<file path="config.mk">
export PLATFORM = sky130hd
export DESIGN_NAME = pipe_stage_skid
export DESIGN_NICKNAME = d
export VERILOG_FILES = /design/src/rtl/pipe_stage_skid_pkg.sv /design/src/rtl/pipe_stage_skid.sv
export SDC_FILE = /design/constraint.sdc
export NUM_CORES = 1
export LEC_CHECK = 0
export ABC_AREA = 1
export CORE_ASPECT_RATIO = 1.1
export CORE_MARGIN = 2
export CORE_UTILIZATION = 30
export DETAILED_ROUTE_END_ITERATION = 8
export GPL_TIMING_DRIVEN = 0
export SETUP_SLACK_MARGIN = 0.15
export SLEW_MARGIN = 10
export SYNTH_ARGS = -nofsm -noshare
export SYNTH_HDL_FRONTEND = slang
export SYNTH_SLANG_ARGS = --single-unit
</file>
<file path="constraint.sdc">
create_clock -name clk -period 1.4 [get_ports clk]
set_input_delay 0.14 -clock clk [delete_from_list [all_inputs] [get_ports clk]]
set_output_delay 0.14 -clock clk [all_outputs]
set_load 0.05 [all_outputs]
</file>
<file path="src/rtl/pipe_stage_skid_pkg.sv">
// Shared definitions for the skid-buffered pipeline stage: the stage-state
// encoding and the default payload driven when the stage holds nothing.
package pipe_stage_skid_pkg;

  typedef enum logic [1:0] {
    ST_EMPTY = 2'd0,  // neither entry valid
    ST_ONE   = 2'd1,  // main entry valid only
    ST_FULL  = 2'd2   // main and skid entries valid
  } stage_state_e;

  localparam int unsigned MAX_WIDTH = 256;

  // Bubble payload; the stage slices the low WIDTH bits of this.
  localparam logic [MAX_WIDTH-1:0] NOP_PAYLOAD = '0;

endpackage

</file>
<file path="src/rtl/pipe_stage_skid.sv">
// Two-entry skid-buffered pipeline register. in_ready comes from registered
// state and the global rdy only, so the upstream/downstream handshakes are
// decoupled combinationally. A global rdy=0 freezes everything; flush
// squashes both entries.
//
// Handshake: a beat moves across an interface on a rising edge exactly when
// its valid and ready are both 1 in the cycle before that edge. valid never
// waits for ready. in_ready does not depend on out_ready or in_valid, and
// out_valid does not depend on out_ready or in_valid.
module pipe_stage_skid
  import pipe_stage_skid_pkg::*;
#(
  parameter int unsigned       WIDTH     = 32,
  parameter logic [WIDTH-1:0]  NOP_VALUE = NOP_PAYLOAD[WIDTH-1:0]
) (
  input  logic             clk,
  input  logic             rst,
  input  logic             rdy,
  input  logic             flush,
  input  logic             in_valid,
  input  logic [WIDTH-1:0] in_data,
  output logic             in_ready,
  output logic             out_valid,
  output logic [WIDTH-1:0] out_data,
  input  logic             out_ready,
  output stage_state_e     dbg_state
);

  logic             main_v_q, main_v_d;
  logic             skid_v_q, skid_v_d;
  logic [WIDTH-1:0] main_d_q, main_d_d;
  logic [WIDTH-1:0] skid_d_q, skid_d_d;
  stage_state_e     state;
  logic             accept;
  logic             consume;

  // Stage state is implied by the valid bits; skid is only ever filled
  // while main is valid.
  always_comb begin
    state = ST_EMPTY;
    if (skid_v_q)      state = ST_FULL;
    else if (main_v_q) state = ST_ONE;
  end

  assign dbg_state = state;

  // rst gating keeps in_ready low while reset is held.
  assign in_ready  = rst & rdy & ~skid_v_q;
  assign out_valid = rdy & main_v_q;
  assign out_data  = main_v_q ? main_d_q : NOP_VALUE;
  assign accept    = in_valid & in_ready;
  assign consume   = out_valid & out_ready;

  // Next-state for both entries; flush overrides any simultaneous transfer.
  always_comb begin
    main_v_d = main_v_q;
    skid_v_d = skid_v_q;
    main_d_d = main_d_q;
    skid_d_d = skid_d_q;
    if (rdy) begin
      if (flush) begin
        main_v_d = 1'b0;
        skid_v_d = 1'b0;
        main_d_d = NOP_VALUE;
        skid_d_d = NOP_VALUE;
      end else begin
        case (state)
          ST_EMPTY: begin
            if (accept) begin
              main_v_d = 1'b1;
              main_d_d = in_data;
            end
          end
          ST_ONE: begin
            if (accept && consume) begin
              main_d_d = in_data;
            end else if (accept) begin
              skid_v_d = 1'b1;
              skid_d_d = in_data;
            end else if (consume) begin
              main_v_d = 1'b0;
              main_d_d = NOP_VALUE;
            end
          end
          ST_FULL: begin
            if (consume) begin
              main_d_d = skid_d_q;
              skid_v_d = 1'b0;
              skid_d_d = NOP_VALUE;
            end
          end
          default: begin
          end
        endcase
      end
    end
  end

  // Entry registers; reset empties the stage and restores bubble payloads.
  always_ff @(posedge clk or negedge rst) begin
    if (!rst) begin
      main_v_q <= 1'b0;
      skid_v_q <= 1'b0;
      main_d_q <= NOP_VALUE;
      skid_d_q <= NOP_VALUE;
    end else begin
      main_v_q <= main_v_d;
      skid_v_q <= skid_v_d;
      main_d_q <= main_d_d;
      skid_d_q <= skid_d_d;
    end
  end

endmodule

</file>
==> flow_metrics.py <==
metrics = {
    "power_and_ir_drop": {
        "ir_drop_mv": 0.800,
        "leakage_uw": 0.00316,
        "p_per_area_nw_per_um2": 1720,
    },
    "yosys": {
        "synth-seq-cells": 66,
        "syn_inst": 593,
        "yosysTopAreaCell": "dfrtp_1",
        "synth_nets": 631,
        "ys_warn_count": 0,
        "synth_area_leaders": "dfrtp_1, nand2_1, inv_1",
        "synth-seq-area-share_pct": 42.3,
        "synth.top_cell.area_share_pct": 42.3,
        "netlist_area_um2": 3910,
        "avgSynthCellArea_um2": 6.59,
        "yosysUniqueCellTypes": 17,
    },
    "placed_design": {
        "io_buffers": 73,
        "placed_area_um2": 5030,
        "hpwl_um": 8110,
        "routabilityCongestion": 0.856,
        "pre_cts_slack_ns": -0.822,
    },
    "cts": {
        "numCtsBuffers": 9,
        "tritoncts": "built",
        "cts_sinks": 66,
        "htreeDepth": 3,
        "clk_latency_ns": 0.34,
        "path_clk_slew_ns": 0.05,
        "cts_buffer_depth": 2,
        "cts_root_buf": "clkbuf_16",
    },
    "worst_setup_path": {
        "r2r_end": "main_d_q[27]$_DFFE_PN0P_",
        "critPathSlowestCell": "dfrtp_1",
        "worstPathArrival_ns": 1.88,
        "crit_fanout": 7,
        "cp_slowest_stage_delay_ns": 0.40,
        "critPathKind": "flop to flop",
        "reg2reg_depth": 9,
        "r2r_start": "main_v_q$_DFFE_PN0P_",
        "path_cells": "buf_6, buf_6, o211ai_1, buf_4, nand2_8, clkbuf_16, nor2_2, nand2_1, nand2_1",
        "reg2reg_slack_ns": -0.20,
        "crit_path_end_kind": "flop",
        "critical_path_required_ns": 1.68,
        "crit_path_start_kind": "flop",
    },
    "floorplanning": {
        "fp.coreArea_um2": 12600,
        "fp.dieW_um": 113,
        "pin_count": 74,
        "die_h_um": 124,
        "dieArea_um2": 14000,
        "num_rows": 43,
        "start_util_pct": 30.9,
    },
    "timing": {
        "worst_slew_pin_slew_ns": 0.557,
        "setup_viol": 102,
        "fin_ws_ns": -0.204,
        "hold_slack_ns": -0.226,
        "timing.final.crit_share_pct": 115,
        "max_freq_mhz": 624,
        "min_period_ns": 1.60,
        "rsz0062_at_grt": "yes",
        "slew_viol_final": 0,
        "relSlewSlack_pct": 62.8,
        "finClkSkew_ns": 0.00373,
        "hold_violations": 31,
    },
    "global_route": {
        "grt_pass1_wl_um": 21400,
        "grt_pass1_vias": 4298,
        "antenna_found_initial": 0,
        "grt_max_degree": 36,
        "met3_usage_pct": 3.11,
        "grt_usage_pct": 19.7,
        "use_met2_pct": 33.5,
        "grt.overflow.total": 0,
        "grt_util_met1_pct": 23.7,
        "grt.busiest_layer": "met2",
    },
    "route": {
        "via_per_inst": 4.90,
        "wl_per_cell_um": 15.4,
        "detail-route-antenna-nets": 0,
        "drc_errors": 0,
        "vias": 4303,
        "routed_wl_um": 13500,
        "drtIter0Drc": 200,
        "dr.pass1.iters": 5,
    },
    "layout": {
        "drive_above_1_share_pct": 38.6,
        "n_antenna_cell": 0,
        "layout_common_cells": "nand2_1, dfrtp_1, nand2_2",
        "final_common_cell": "nand2_1",
        "final_area_um2": 6480,
        "fillers": 1186,
        "multiInputGateArea_um2": 2250,
        "nNetsFinal": 755,
        "register_area_um2": 1650,
        "areaGrowthSynthToFinish_pct": 65.9,
    },
    "run_status": {
        "violations": "negative hold slack, negative setup slack",
        "status": "complete, but fails checks",
    },
    "flow_run": {
        "drv_cap": 0,
    },
    "hold_path": {
        "hold_class": "primary input to async pin",
    },
}
synth_stat cells, drive strengths merged:
| cell | n |
|---|---|
| buf | 26 |
| o21ai | 1 |
| dfrtp | 66 |
| clkbuf | 13 |
| nand3 | 4 |
| a21oi | 1 |
| nor2 | 42 |
| o211ai | 33 |
| nand2 | 300 |
| inv | 73 |
| nand4 | 34 |
state kept, by name, summed over array words and instances (netlist names):
register,count
main_v_q,1
skid_d_q,32
skid_v_q,1
main_d_q,32
worst max-delay path: cells and delay by family, from the launching register on:
family / cells / cell delay, ns
buffers and inverters: 4 / 0.66
flip-flops: 1 / 0.40
AO/OA/AOI/OAI: 1 / 0.18
AND/OR/NAND/NOR: 4 / 0.29
area by class of cell:
cell class,instances,share of cell area [%]
clock inverters,3,0.618
plain buffers,39,6.64
multi-input cells,416,34.8
inverters,73,6.14
well taps,157,3.03
clock buffers,12,3.80
repair buffers,112,19.5
flip-flops and latches,66,25.5
routing by layer:
metal  up-vias  share of wire [%]
met3        25                5.3
li1       2076                  -
met2       149                 52
met4         0                2.7
met5         -                  0
met1      2053                 40
stage by stage:
step / hold slack (ns) / setup TNS (ns) / power, µW / utilization, % / std cells
3_5_place_dp: 0.136 / -48.46 / 6990 / 39.8 / 824
3_3_place_gp: 0.454 / -374.49 / 6910 / 39.6 / 823
2_1_floorplan: -0.156 / 0 / 5650 / - / 593
4_1_cts: -0.218 / -10.86 / 10500 / 47.9 / 872
5_1_grt: -0.192 / -20.75 / 11800 / 51.3 / 878
6_report: -0.226 / -15.13 / 11100 / 51.3 / 878
worst max-delay path by stage:
stage / from / endpoint / slack (ns) / depth (start not counted)
floorplan: skid_v_q$_DFFE_PN0P_ / skid_d_q[2]$_DFFE_PN0P_ / 0.07 / 7
global placement: rst / in_ready / -3.17 / 4
detailed placement: main_v_q$_DFFE_PN0P_ / out_data[9] / -0.82 / 5
CTS: main_v_q$_DFFE_PN0P_ / main_d_q[13]$_DFFE_PN0P_ / -0.15 / 9
global route: skid_v_q$_DFFE_PN0P_ / main_d_q[27]$_DFFE_PN0P_ / -0.27 / 10
finish: main_v_q$_DFFE_PN0P_ / main_d_q[27]$_DFFE_PN0P_ / -0.20 / 9
what timing repair did:
action,CTS,global route
resized for setup,381,106
buffers inserted,26,3
hold endpoints to repair,31,31
endpoints found under the setup margin,102,102
cloned,7,3
pin swaps,17,23
logic make-up after synthesis:
group,count (synthesis),share of synthesized area [%]
buffers and inverters,112,11.8
DFF,66,42.3
and+or+nand+nor,380,39.4
AOI/OAI and AO/OA,35,6.60
power by group:
part,internal [µW],switching (µW)
combinational,2470,3660
sequential,2380,370
clock,1410,840
total,6270,4870
Power figures use the tool's default switching activity.
